### config.mk
export PLATFORM = sky130hd
export DESIGN_NAME = regfile_wb_arbiter
export DESIGN_NICKNAME = d
export VERILOG_FILES = /design/src/rtl/regfile_wb_arbiter_pkg.sv /design/src/rtl/regfile_wb_arbiter.sv
export SDC_FILE = /design/constraint.sdc
export NUM_CORES = 1
export LEC_CHECK = 0
export ABC_CLOCK_PERIOD_IN_PS = 3300
export CORE_MARGIN = 10
export CORE_UTILIZATION = 40
export DETAILED_ROUTE_END_ITERATION = 12
export GPL_TIMING_DRIVEN = 0
export PLACE_DENSITY = 0.93
export SYNTH_ARGS = -nofsm -noshare
export SYNTH_HDL_FRONTEND = slang
export SYNTH_SLANG_ARGS = --single-unit
export TNS_END_PERCENT = 1
### constraint.sdc
create_clock -name clk -period 3.3 [get_ports clk]
set_clock_uncertainty 0.15 [all_clocks]
set_input_delay 0.66 -clock clk [delete_from_list [all_inputs] [get_ports clk]]
set_output_delay 0.66 -clock clk [all_outputs]
set_load 0.02 [all_outputs]
### src/rtl/regfile_wb_arbiter_pkg.sv
// Shared types for the register-file writeback arbiter: register index, data word,
// arbitration state and writeback source.
package regfile_wb_arbiter_pkg;

  localparam int REG_IND_W = 5;
  localparam int DATA_W    = 64;

  typedef logic [REG_IND_W-1:0] reg_ind_t;
  typedef logic [DATA_W-1:0]    data_t;

  typedef enum logic {WB_ALU_FIRST, WB_MEM_FIRST} wb_arb_state_e;
  typedef enum logic {WB_SRC_ALU,   WB_SRC_MEM}   wb_src_e;

endpackage

### src/rtl/regfile_wb_arbiter.sv
// Arbitrates the single register-file write port between the ALU writeback and the
// load-return path: ALU priority with starvation relief for MEM, one registered output stage.
import regfile_wb_arbiter_pkg::*;

module regfile_wb_arbiter #(
  parameter int DATA_WIDTH   = 64,
  parameter int STARVE_LIMIT = 3,
  parameter int CNT_WIDTH    = 16
) (
  input  logic                  clk,
  input  logic                  rst,
  input  logic                  alu_valid,
  output logic                  alu_ready,
  input  logic [REG_IND_W-1:0]  alu_rd,
  input  logic [DATA_WIDTH-1:0] alu_data,
  input  logic                  mem_valid,
  output logic                  mem_ready,
  input  logic [REG_IND_W-1:0]  mem_rd,
  input  logic [DATA_WIDTH-1:0] mem_data,
  output logic                  rf_we,
  output logic [REG_IND_W-1:0]  rf_waddr,
  output logic [DATA_WIDTH-1:0] rf_wdata,
  output logic [CNT_WIDTH-1:0]  conflict_cnt
);

  localparam int STARVE_W = $clog2(STARVE_LIMIT + 1);
  localparam logic [STARVE_W-1:0] STARVE_MAX = STARVE_W'(STARVE_LIMIT);

  wb_arb_state_e         state, state_nxt;
  logic [STARVE_W-1:0]   starve, starve_nxt;
  logic                  alu_acc, mem_acc;
  logic                  we_q;
  wb_src_e               rf_src;

  always_comb begin
    alu_ready = 1'b0;
    mem_ready = 1'b0;
    if (!rst) begin
      case (state)
        WB_ALU_FIRST: begin
          if (alu_valid)      alu_ready = 1'b1;
          else if (mem_valid) mem_ready = 1'b1;
        end
        WB_MEM_FIRST: begin
          if (mem_valid)      mem_ready = 1'b1;
          else if (alu_valid) alu_ready = 1'b1;
        end
        default: ;
      endcase
    end
  end

  assign alu_acc = alu_valid & alu_ready;
  assign mem_acc = mem_valid & mem_ready;

  always_comb begin
    starve_nxt = starve;
    if (!mem_valid || mem_acc)  starve_nxt = '0;
    else if (starve != STARVE_MAX) starve_nxt = starve + 1'b1;
  end

  always_comb begin
    state_nxt = state;
    case (state)
      WB_ALU_FIRST: if (starve_nxt == STARVE_MAX)  state_nxt = WB_MEM_FIRST;
      WB_MEM_FIRST: if (mem_acc || !mem_valid)     state_nxt = WB_ALU_FIRST;
      default:      state_nxt = WB_ALU_FIRST;
    endcase
  end

  always_ff @(posedge clk) begin
    if (rst) begin
      state        <= WB_ALU_FIRST;
      starve       <= '0;
      we_q         <= 1'b0;
      rf_waddr     <= '0;
      rf_wdata     <= '0;
      rf_src       <= WB_SRC_ALU;
      conflict_cnt <= '0;
    end else begin
      state  <= state_nxt;
      starve <= starve_nxt;
      if (mem_acc) begin
        we_q     <= (mem_rd != '0);
        rf_waddr <= mem_rd;
        rf_wdata <= mem_data;
        rf_src   <= WB_SRC_MEM;
      end else if (alu_acc) begin
        we_q     <= (alu_rd != '0);
        rf_waddr <= alu_rd;
        rf_wdata <= alu_data;
        rf_src   <= WB_SRC_ALU;
      end else begin
        we_q <= 1'b0;
      end
      if (alu_valid && mem_valid) conflict_cnt <= conflict_cnt + CNT_WIDTH'(1);
    end
  end

  // A reset arriving while a write sits in the output stage kills that write immediately.
  assign rf_we = we_q & ~rst;

endmodule

==> results.rst, run 1 <==
.. list-table::
   :header-rows: 1

   * - Metric
     - Value
   * - Status
     - complete, no violations
   * - Vias in the first global route
     - 4524
   * - Post-Layout Cell Count
     - 748
   * - Row Count
     - 34
   * - Setup repair after global routing missed its margin
     - no
   * - Fraction of layout cells with a size suffix above 1
     - 7.969%
   * - Cell count after synthesis
     - 397
   * - Count of cell types in the netlist
     - 34
   * - Number of design-rule violations left by the first detailed-router iteration
     - 447
   * - Int Power
     - 1.980 mW
   * - Average wire per cell in the routed design
     - 20.86 um
   * - Clock buffers created by TritonCTS
     - 9
   * - Total vias in the final route
     - 4258
   * - Final design utilization
     - 71.50%
   * - Die outline height
     - 115.6 um
   * - TritonCTS clock tree
     - yes
   * - Number of placed instances with taps included
     - 732
   * - PD cells
     - 427.0 mW/mm^2
   * - Ratio of routed vias to standard cells
     - 5.693
   * - Final std cell area, no fill
     - 0.006296 sq mm
   * - Slew Limit Headroom
     - 59.42%
   * - Routability cong.
     - 0.7996
   * - Latest clock arrival within the worst-skew pair
     - 0.35 ns
   * - N_diodes
     - 0
   * - Residual DRC
     - 0
   * - Combinational share of power
     - 23.0%
   * - Count of antenna-violating nets left after detailed routing
     - 0
   * - Die width
     - 115.6 um
   * - Post-DP HPWL
     - 12.33 mm
   * - Starting density of the core
     - 41.50%
   * - Flip-flop and latch count after synthesis
     - 89
   * - VDD IR max
     - 0.2503 mV
   * - Maximum net fanout on the critical path
     - 10
   * - Net switching power of the design
     - 0.7083 mW
   * - Net Count, Synth
     - 540
   * - Critical setup path kind
     - in -> out
   * - Number of nets in the final layout
     - 778
   * - CP Data Arrival Time
     - 2.25 ns
   * - Delay-heaviest family, CP
     - buffers and inverters
   * - Transition at the pin with the smallest max-transition slack
     - 0.6088 ns
   * - Clock Power Share
     - 33.3%
   * - Total congestion overflow after global routing
     - 0
   * - Count of pins on the block boundary
     - 230
   * - Minimum clock period after layout
     - 3.064 ns
   * - Full die area
     - 0.01336 sq mm
   * - Area growth, synth to finish
     - 72.27%
   * - Synthesized area
     - 0.003655 sq mm
   * - Number of buffers between clock root and the deepest sink
     - 2
   * - Max-cap violation count
     - 0
   * - Endpoint type of the worst setup path
     - output port
   * - Clock Pin Slew Worst Setup and Hold Paths
     - 0.08 ns
   * - Overall global routing resource usage
     - 22.20%
   * - Number of levels the H-tree was split into
     - 3
   * - Lkg Pwr
     - 2.315 nW
   * - Clock tree root buffer cell
     - sky130_fd_sc_hd__clkbuf_8
   * - Standard cell core area
     - 0.008806 sq mm
   * - Post-placement cell area
     - 0.006062 sq mm
   * - Setup violators final
     - 0
   * - Delay of the slowest cell on the worst path
     - 0.48 ns
   * - Fmax achieved
     - 326.4 MHz
   * - Part of the total power dissipated in sequential elements
     - 43.7%
   * - Overall Power
     - 2.688 mW
   * - Warnings from Yosys
     - 0
   * - Worst path buffer plus inverter count
     - 4
   * - Setup repair bufs after CTS
     - 0
   * - Pin count of the biggest net entering global routing
     - 15
   * - Number of max-slew violations in the final report
     - 0
   * - Cell Chain, Critical Path
     - clkdlybuf4s50_1 -> buf_6 -> a21bo_2 -> nor2_1 -> buf_2 -> dlygate4sd2_1
   * - Switching share of total power
     - 26.35%
   * - Wire length of the first global-routing pass
     - 23.81 mm
   * - Nature of the critical path startpoint
     - input port
   * - Avg Inst Size Synth
     - 9.206 sq um
   * - Total detailed-routing wirelength
     - 15.60 mm
   * - Num Clock Sinks
     - 89
   * - Number of antenna violations at the first check in global routing
     - 0
   * - Hold buffer count at CTS
     - 0
   * - Number of failing hold endpoints at the final stage
     - 0
   * - Count of TritonRoute iterations in the first routing pass
     - 6
   * - Type of the most critical hold path
     - reg -> reg
   * - Critical-path cell with the highest stage delay
     - sky130_fd_sc_hd__clkdlybuf4s50_1
   * - Data required time at the worst endpoint
     - 2.49 ns
   * - Number of input and output port buffers inserted
     - 227
   * - Resized cells post-CTS
     - 3
   * - Proportion of synthesized chip area in sequential cells
     - 48.75%
   * - Portion of the clock cycle consumed by the worst path in the final layout
     - 92.84%
-- cells in the mapped netlist, drive strengths merged --
master | count | area [sq um]
and3 | 2 | 12.51
a21boi | 1 | 11.26
or4 | 2 | 15.01
buf | 24 | 157.7
ha | 1 | 12.51
a21oi | 11 | 55.05
nand3 | 8 | 70.06
nand4 | 1 | 6.260
a21o | 1 | 7.510
dfxtp | 89 | 1782
or3 | 7 | 48.80
nor4 | 5 | 31.28
nor2b | 1 | 6.260
nor2 | 85 | 319.1
nor3 | 4 | 20.02
xor2 | 2 | 17.52
a21bo | 1 | 10.01
inv | 6 | 22.52
clkbuf | 11 | 41.29
xnor2 | 7 | 61.31
a222oi | 47 | 470.5
and4 | 1 | 8.760
o21ai | 8 | 40.03
or2 | 1 | 6.260
a311oi | 21 | 234.0
nand2 | 50 | 187.7
-- path summary, 6_finish.rpt --
check	startpoint	end	depth (start not counted)	slack [ns]
worst max-delay path	mem_valid	alu_ready	6	0.24
worst min-delay path	starve[0]$_SDFF_PP0_	starve[0]$_SDFF_PP0_	1	0.31
worst max register to register	conflict_cnt[0]$_SDFFE_PP0P_	conflict_cnt[12]$_SDFFE_PP0P_	5	1.40
worst min register to register	starve[0]$_SDFF_PP0_	starve[0]$_SDFF_PP0_	1	0.31
-- cells in the final DEF, fill, tap and decap left out, drive strengths merged, types with 6 or more instances in the layout --
cell type      count
buf               24
nand2             50
nor2              85
a222oi            47
xnor2              7
a311oi            21
inv                6
clkdlybuf4s50    225
nand3              8
or3                7
dfxtp             89
clkbuf            22
o21ai              8
a21oi             11
-- state kept, by name (all words and copies together), names as in the netlist --
signal        count
conflict_cnt     16
rf_waddr          5
rf_wdata         64
starve            2
state             1
we_q              1
-- layout make-up --
type                       count  area (sq um)
fill                         666          2510
timing repair buffer         227          2270
sequential                    89          1782
multi-input combinational    267          1652
buffer                        35         200.2
tap                          108         135.1
clock buffer                  11         131.4
clock inverter                 5         103.9
inverter                       6         22.52
-- metrics by stage --
stage	setup TNS, ns	setup WS [ns]	hold WS [ns]
2_1_floorplan	0	0.8434	0.2573
3_3_place_gp	-0.08417	-0.06209	0.2675
3_5_place_dp	-0.1508	-0.1064	0.2817
4_1_cts	0	0.2310	0.2932
5_1_grt	0	0.09776	0.3139
6_report	0	0.2363	0.3065
-- cell families after synthesis --
| logic type | after synthesis | synth area share [%] |
|---|---|---|
| buffers and inverters | 41 | 6.060 |
| AO/OA/AOI/OAI | 90 | 22.66 |
| flip-flops | 89 | 48.75 |
| XOR/XNOR | 9 | 2.157 |
| AND/OR/NAND/NOR | 167 | 20.03 |
| adder cells (fa/ha/maj) | 1 | 0.3423 |
-- power groups by stage --
stage / Clock, mW / Combinational (mW) / Sequential (mW)
2_1_floorplan: 0 / 0.181 / 1.27
3_3_place_gp: 0 / 0.602 / 1.19
3_5_place_dp: 0 / 0.617 / 1.20
4_1_cts: 0.894 / 0.620 / 1.17
5_1_grt: 0.946 / 0.660 / 1.18
6_report: 0.894 / 0.619 / 1.18
-- metal layers --
layer | routed length (um) | track usage [%]
met5 | 0 | 0
met4 | 383 | 6.841
met3 | 1960 | 9.457
met2 | 7887 | 40.12
met1 | 5369 | 22.77
No activity file was read; power rests on OpenSTA's default activity.
==> inputs of run 2 (changes only) <==
Settings changed: CORE_MARGIN 10 to 2.
==> run 2 against run 1 <==
Compared with the run above:
- final cell count stayed put
- global-route usage grew 3.8 points
- final area rose by 0.64%
- critical path type unchanged
==> results.rst, run 2 (synthesized netlist as in run 1, its figures left out) <==
.. list-table::
   :header-rows: 1

   * - Metric
     - Value
   * - Part of the total power dissipated in sequential elements
     - 42.1% (-1.6 points)
   * - Overall Power
     - 2.795 mW (+4.0%)
   * - Maximum net fanout on the critical path
     - 10 (unchanged)
   * - Beginning of the worst hold path
     - starve[0]$_SDFF_PP0_
   * - Area growth, synth to finish
     - 73.37%
   * - Num Clock Sinks
     - 89 (unchanged)
   * - Setup violators final
     - 0 (unchanged)
   * - Max-cap violation count
     - 0 (unchanged)
   * - Final design utilization
     - 71.95% (+0.45 points)
   * - Ratio of routed vias to standard cells
     - 5.675 (-0.31%)
   * - Combinational share of power
     - 21.9% (-1.1 points)
   * - Number of antenna violations at the first check in global routing
     - 0 (unchanged)
   * - Worst path buffer plus inverter count
     - 4 (unchanged)
   * - PD cells
     - 441.1 mW/mm^2 (+3.3%)
   * - Count of pins on the block boundary
     - 230 (unchanged)
   * - Delay-heaviest family, CP
     - buffers and inverters
   * - Gr busiest metal
     - met2
   * - Register with the most flip-flops
     - rf_wdata
   * - Portion of the clock cycle consumed by the worst path in the final layout
     - 92.85% (about the same)
   * - WHS Path Cells
     - 1 (unchanged)
   * - Critical-path cell with the highest stage delay
     - sky130_fd_sc_hd__clkdlybuf4s50_1
   * - Pin count of the biggest net entering global routing
     - 16 (+1)
   * - Setup repair after global routing missed its margin
     - no
   * - Standard cell core area
     - 0.008806 sq mm (unchanged)
   * - Clock Pin Slew Worst Setup and Hold Paths
     - 0.09 ns (about the same)
   * - Routability cong.
     - 0.8201 (+2.6%)
   * - Number of failing hold endpoints at the final stage
     - 0 (unchanged)
   * - Number of buffers between clock root and the deepest sink
     - 2 (unchanged)
   * - Number of placed instances with taps included
     - 732 (unchanged)
   * - Cell Chain, Critical Path
     - clkdlybuf4s50_1 -> buf_6 -> a21bo_2 -> nor2_1 -> buf_2 -> dlygate4sd2_1
   * - Transition at the pin with the smallest max-transition slack
     - 0.6540 ns (+0.04526 ns)
   * - Accumulated negative setup slack
     - 0 ns (unchanged)
   * - Status
     - complete, no violations
   * - Data required time at the worst endpoint
     - 2.49 ns (about the same)
   * - Total detailed-routing wirelength
     - 13.51 mm (-13%)
   * - Number of max-slew violations in the final report
     - 0 (unchanged)
   * - Most common cell after layout, fill and taps aside
     - sky130_fd_sc_hd__clkdlybuf4s50_1
   * - Global Route met2 Usage
     - 46.47% (+6.3 points)
   * - RR Endpoint
     - conflict_cnt[12]$_SDFFE_PP0P_
   * - Latest clock arrival within the worst-skew pair
     - 0.34 ns (about the same)
   * - Met3 demand-to-capacity share in global routing
     - 6.606% (-2.9 points)
   * - Starting density of the core
     - 41.50% (unchanged)
   * - Total vias in the final route
     - 4245 (-0.31%)
   * - Total congestion overflow after global routing
     - 0 (unchanged)
   * - Vias in the first global route
     - 4297 (-5.0%)
   * - Largest registers
     - rf_wdata: 64 flops, conflict_cnt: 16 flops, rf_waddr: 5 flops
   * - Fill cell instance count of the final layout
     - 657 (-1.4%)
   * - Most used cells in the layout excluding fill and tap cells
     - sky130_fd_sc_hd__clkdlybuf4s50_1, sky130_fd_sc_hd__dfxtp_1, sky130_fd_sc_hd__nor2_1, sky130_fd_sc_hd__nand2_1, sky130_fd_sc_hd__a222oi_1
   * - Fmax achieved
     - 326.3 MHz (about the same)
   * - Capture endpoint of the worst hold path
     - starve[0]$_SDFF_PP0_
   * - Nature of the critical path startpoint
     - input port
   * - Endpoint type of the worst setup path
     - output port
   * - FF-to-FF path depth
     - 5 (unchanged)
   * - CP Data Arrival Time
     - 2.25 ns (about the same)
   * - Row Count
     - 34 (unchanged)
   * - Overall global routing resource usage
     - 26.04% (+3.8 points)
   * - TritonCTS clock tree
     - yes
   * - Average wire per cell in the routed design
     - 18.06 um (-13%)
   * - Slew Limit Headroom
     - 56.40% (-3.0 points)
   * - N_diodes
     - 0 (unchanged)
   * - Net switching power of the design
     - 0.7150 mW (+0.94%)
   * - Worst-case register-to-register setup slack
     - 1.47 ns (+0.07 ns)
   * - Max FFs per register
     - 64 (unchanged)
   * - Critical setup path kind
     - in -> out
   * - Met1 global-route usage
     - 29.67% (+6.9 points)
   * - Clock tree root buffer cell
     - sky130_fd_sc_hd__clkbuf_8
   * - Type of the most critical hold path
     - reg -> reg
   * - Hold buffer count at CTS
     - 0 (unchanged)
   * - Lkg Pwr
     - 2.335 nW (+0.85%)
   * - Full die area
     - 0.009917 sq mm (-26%)
   * - Count of TritonRoute iterations in the first routing pass
     - 10 (+4)
   * - Delay of the slowest cell on the worst path
     - 0.48 ns (about the same)
   * - Number of input and output port buffers inserted
     - 227 (unchanged)
   * - Number of design-rule violations left by the first detailed-router iteration
     - 337 (-25%)
   * - Residual DRC
     - 0 (unchanged)
   * - Die width
     - 99.59 um (-14%)
   * - FF-to-FF Start
     - conflict_cnt[0]$_SDFFE_PP0P_
   * - Count of antenna-violating nets left after detailed routing
     - 0 (unchanged)
   * - Post-DP HPWL
     - 10.28 mm (-17%)
   * - Post-Layout Cell Count
     - 748 (unchanged)
   * - Minimum clock period after layout
     - 3.064 ns (+0.0004710 ns)
   * - Number of levels the H-tree was split into
     - 3 (unchanged)
   * - Number of nets in the final layout
     - 778 (unchanged)
   * - Clock Power Share
     - 36.0% (+2.7 points)
   * - Die outline height
     - 99.59 um (-14%)
   * - Fraction of layout cells with a size suffix above 1
     - 8.281% (+0.31 points)
   * - Wire length of the first global-routing pass
     - 20.86 mm (-12%)
   * - Clock buffers created by TritonCTS
     - 9 (unchanged)
   * - VDD IR max
     - 0.2541 mV (+1.5%)
   * - Int Power
     - 2.080 mW (+5.1%)
   * - Switching share of total power
     - 25.58% (-0.77 points)
run 2: metal layers:
layer | up-vias | part of all wire, %
met2 | 240 | 51
met3 | 36 | 8.6
li1 | 1952 | -
met1 | 2017 | 38
met5 | - | 0
met4 | 0 | 2.3
run 2: what timing repair did:
action	4_1_cts	5_1_grt
endpoints found under the setup margin	2	0
hold endpoints to repair	0	0
setup buffers	0	0
resized for setup	3	0
run 2: worst max path at each step:
| stage | startpoint | to | cells past startpoint |
|---|---|---|---|
| 2_1_floorplan | rst | mem_ready | 4 |
| 3_3_place_gp | rst | mem_ready | 5 |
| 3_5_place_dp | rst | mem_ready | 5 |
| 4_1_cts | mem_valid | mem_ready | 6 |
| 5_1_grt | mem_valid | mem_ready | 6 |
| 6_report | mem_valid | alu_ready | 6 |
run 2: layout make-up:
type	instances	area, sq um	share of cell area (%)
buffer	35	200.2	3.160
clock buffer	10	137.6	2.172
clock inverter	6	137.6	2.172
inverter	6	22.52	0.3555
multi-input combinational	267	1652	26.07
sequential	89	1782	28.12
tap	108	135.1	2.133
timing repair buffer	227	2270	35.82
run 2: power groups by stage:
stage                     Combinational, mW  Sequential [mW]  Clock (mW)
after floorplan                       0.181             1.27           0
after global placement                0.594             1.19           0
after detailed placement              0.610             1.20           0
after CTS                             0.612             1.18        1.02
after global routing                  0.651             1.18        1.06
final                                 0.613             1.18        1.01
run 2: stage by stage:
step           hold WS, ns  setup WS (ns)  cell area [sq um]
2_1_floorplan       0.2573         0.8434               3655
3_3_place_gp        0.2672       -0.06318               6062
3_5_place_dp        0.2748       -0.07005               6062
4_1_cts             0.2875         0.2459               6336
5_1_grt             0.3208         0.1628               6336
6_report            0.2905         0.2358               6336
run 2: worst register-to-register path: stages (launching register included):
cell and delay (ns):
sky130_fd_sc_hd__dfxtp_1 0.39, sky130_fd_sc_hd__ha_1 0.21, sky130_fd_sc_hd__nand3_4 0.11, sky130_fd_sc_hd__or3_4 0.41
sky130_fd_sc_hd__or3_1 0.33, sky130_fd_sc_hd__a21oi_1 0.16
==> inputs of run 3 (changes only) <==
--- a/config.mk
+++ b/config.mk
@@ -11,3 +11,2 @@
 export DETAILED_ROUTE_END_ITERATION = 12
-export GPL_TIMING_DRIVEN = 0
 export PLACE_DENSITY = 0.93
--- a/constraint.sdc
+++ b/constraint.sdc
@@ -4,2 +4,2 @@
 set_output_delay 0.66 -clock clk [all_outputs]
-set_load 0.02 [all_outputs]
+set_load 0.01 [all_outputs]
==> run 3 against run 2 <==
Compared with the run above:
- die area did not move
- fmax rose by 5.4%
- count of clock-buffer cells in the layout rose by 2
- critical path type unchanged
- final cell count fell by 2.9%
- via count fell by 4.7%
- worst setup slack improved by 0.16 ns
- sequential cell count did not move
- clock power fell by 19%
- combinational power fell by 11%
==> results.rst, run 3 (synthesized netlist as in run 1, its figures left out) <==
.. list-table::
   :header-rows: 1

   * - Metric
     - Value
   * - Number of input and output port buffers inserted
     - 229 (+0.88%)
   * - Post-Layout Cell Count
     - 726 (-2.9%)
   * - Minimum clock period after layout
     - 2.908 ns (-0.1564 ns)
   * - Status
     - complete, no violations
   * - Accumulated negative setup slack
     - 0 ns (unchanged)
   * - Post-DP HPWL
     - 9.053 mm (-12%)
   * - Worst-case register-to-register setup slack
     - 1.47 ns (about the same)
   * - Number of design-rule violations left by the first detailed-router iteration
     - 327 (-3.0%)
   * - Max FFs per register
     - 64 (unchanged)
   * - Number of levels the H-tree was split into
     - 3 (unchanged)
   * - Clock Pin Slew Worst Setup and Hold Paths
     - 0.08 ns (about the same)
   * - Overall global routing resource usage
     - 23.74% (-2.3 points)
   * - Wire length of the first global-routing pass
     - 19.32 mm (-7.4%)
   * - Die outline height
     - 99.59 um (unchanged)
   * - Maximum net fanout on the critical path
     - 3 (-7)
   * - Clock buffers created by TritonCTS
     - 9 (unchanged)
   * - FF-to-FF path depth
     - 5 (unchanged)
   * - Met1 global-route usage
     - 26.50% (-3.2 points)
   * - Count of antenna-violating nets left after detailed routing
     - 0 (unchanged)
   * - Total detailed-routing wirelength
     - 12.39 mm (-8.3%)
   * - Fmax achieved
     - 343.9 MHz (+5.4%)
   * - Hold buffer count at CTS
     - 0 (unchanged)
   * - Met3 demand-to-capacity share in global routing
     - 6.465% (-0.14 points)
   * - Start point of the critical path
     - alu_valid
   * - Slew Limit Headroom
     - 66.73% (+10 points)
   * - Lkg Pwr
     - 2.241 nW (-4.0%)
   * - Number of buffers between clock root and the deepest sink
     - 2 (unchanged)
   * - Number of max-slew violations in the final report
     - 0 (unchanged)
   * - Resized cells post-CTS
     - 0 (-3)
   * - Row Count
     - 34 (unchanged)
   * - Clock Power Share
     - 32.2% (-3.8 points)
   * - Number of placed instances with taps included
     - 710 (-3.0%)
   * - Routability cong.
     - 0.8823 (+7.6%)
   * - Clock tree root buffer cell
     - sky130_fd_sc_hd__clkbuf_8
   * - PD cells
     - 408.9 mW/mm^2 (-7.3%)
   * - Combinational share of power
     - 21.5% (-0.4 points)
   * - Starting density of the core
     - 41.50% (unchanged)
   * - Average wire per cell in the routed design
     - 17.06 um (-5.5%)
   * - Endpoint type of the worst setup path
     - output port
   * - Total congestion overflow after global routing
     - 0 (unchanged)
   * - Total vias in the final route
     - 4045 (-4.7%)
   * - Type of the most critical hold path
     - reg -> reg
   * - Number of nets in the final layout
     - 756 (-2.8%)
   * - RR Endpoint
     - conflict_cnt[14]$_SDFFE_PP0P_
   * - Die width
     - 99.59 um (unchanged)
   * - Register with the most flip-flops
     - rf_wdata
   * - N_diodes
     - 0 (unchanged)
   * - Data required time at the worst endpoint
     - 2.49 ns (about the same)
   * - Critical setup path kind
     - in -> out
   * - Num Clock Sinks
     - 89 (unchanged)
   * - Max-cap violation count
     - 0 (unchanged)
   * - Beginning of the worst hold path
     - starve[0]$_SDFF_PP0_
   * - Standard cell core area
     - 0.008806 sq mm (unchanged)
   * - Area growth, synth to finish
     - 69.84%
   * - WHS Path Cells
     - 1 (unchanged)
   * - Fraction of layout cells with a size suffix above 1
     - 6.796% (-1.5 points)
   * - Nature of the critical path startpoint
     - input port
   * - Most used cells in the layout excluding fill and tap cells
     - sky130_fd_sc_hd__clkdlybuf4s50_1, sky130_fd_sc_hd__dfxtp_1, sky130_fd_sc_hd__nor2_1, sky130_fd_sc_hd__nand2_1, sky130_fd_sc_hd__a222oi_1
   * - Pin count of the biggest net entering global routing
     - 48 (+32)
   * - Global Route met2 Usage
     - 43.45% (-3.0 points)
   * - Most common cell after layout, fill and taps aside
     - sky130_fd_sc_hd__clkdlybuf4s50_1
   * - Net switching power of the design
     - 0.6193 mW (-13%)
   * - VDD IR max
     - 0.2441 mV (-4.0%)
   * - Vias in the first global route
     - 4084 (-5.0%)
   * - Latest clock arrival within the worst-skew pair
     - 0.34 ns (about the same)
   * - Count of TritonRoute iterations in the first routing pass
     - 8 (-2)
   * - Number of antenna violations at the first check in global routing
     - 0 (unchanged)
   * - Capture endpoint of the worst hold path
     - starve[0]$_SDFF_PP0_
   * - Part of the total power dissipated in sequential elements
     - 46.3% (+4.2 points)
   * - Final design utilization
     - 70.49% (-1.5 points)
   * - Full die area
     - 0.009917 sq mm (unchanged)
   * - Setup repair after global routing missed its margin
     - no
   * - Transition at the pin with the smallest max-transition slack
     - 0.4991 ns (-0.1549 ns)
   * - FF-to-FF Start
     - conflict_cnt[0]$_SDFFE_PP0P_
   * - TritonCTS clock tree
     - yes
   * - Overall Power
     - 2.538 mW (-9.2%)
   * - Number of failing hold endpoints at the final stage
     - 0 (unchanged)
   * - Int Power
     - 1.919 mW (-7.7%)
   * - Switching share of total power
     - 24.40% (-1.2 points)
   * - Gr busiest metal
     - met2
   * - Largest registers
     - rf_wdata: 64 flops, conflict_cnt: 16 flops, rf_waddr: 5 flops
   * - Setup violators final
     - 0 (unchanged)
   * - Count of pins on the block boundary
     - 230 (unchanged)
   * - Portion of the clock cycle consumed by the worst path in the final layout
     - 88.12% (-4.7 points)
   * - Setup repair bufs after CTS
     - 0 (unchanged)
   * - Residual DRC
     - 0 (unchanged)
   * - CP Data Arrival Time
     - 2.10 ns (-0.15 ns)
   * - Fin Hold WS
     - 0.3007 ns (+0.01021 ns)
   * - Ratio of routed vias to standard cells
     - 5.572 (-1.8%)
==> run 3: changes by cell type in the layout (fill, tap and decap cells not counted), moves of 3 or more <==
cell,change
sky130_fd_sc_hd__buf_2,-15
sky130_fd_sc_hd__buf_4,+11
sky130_fd_sc_hd__buf_6,-6
sky130_fd_sc_hd__clkbuf_1,-8
sky130_fd_sc_hd__clkdlybuf4s50_1,+3
==> run 3: metal layers <==
layer / vias to the layer above / part of all wire [%]
met5: - / 0
met4: 0 / 1.7
met3: 18 / 8.7
met2: 205 / 52
met1: 1914 / 37
li1: 1908 / -
==> run 3: power by group through the flow <==
| stage | Clock (mW) | Sequential, mW | Combinational (mW) |
|---|---|---|---|
| 2_1_floorplan | 0 | 1.22 | 0.180 |
| 5_1_grt | 0.894 | 1.18 | 0.585 |
| 6_report | 0.817 | 1.17 | 0.547 |
| 3_3_place_gp | 0 | 1.19 | 0.531 |
| 4_1_cts | 0.841 | 1.17 | 0.549 |
| 3_5_place_dp | 0 | 1.20 | 0.546 |
==> run 3: through the flow <==
step                      setup slack, ns  area [sq um]
after floorplan                    0.8904          3655
after global placement             0.4001          5986
after detailed placement           0.3961          5986
after CTS                          0.3837          6207
after global routing               0.3670          6207
final                              0.3922          6207
==> run 3: layout make-up <==
class / count / area (sq um)
fill: 659 / 2599
clock inverter: 4 / 76.32
inverter: 6 / 22.52
timing repair buffer: 240 / 2372
tap: 108 / 135.1
sequential: 89 / 1782
multi-input combinational: 267 / 1674
clock buffer: 12 / 145.1
==> run 3: worst max-delay path: stages <==
cell	delay (ns)
sky130_fd_sc_hd__clkdlybuf4s50_1	0.51
sky130_fd_sc_hd__a21bo_2	0.26
sky130_fd_sc_hd__nor2_4	0.10
sky130_fd_sc_hd__clkdlybuf4s50_1	0.57
==> run 3: worst max-delay path by stage <==
stage | slack [ns] | depth (start not counted) | to
global placement | 0.40 | 4 | alu_ready
finish | 0.39 | 4 | alu_ready
detailed placement | 0.40 | 4 | alu_ready
CTS | 0.38 | 4 | alu_ready
floorplan | 0.89 | 4 | mem_ready
global route | 0.37 | 4 | alu_ready
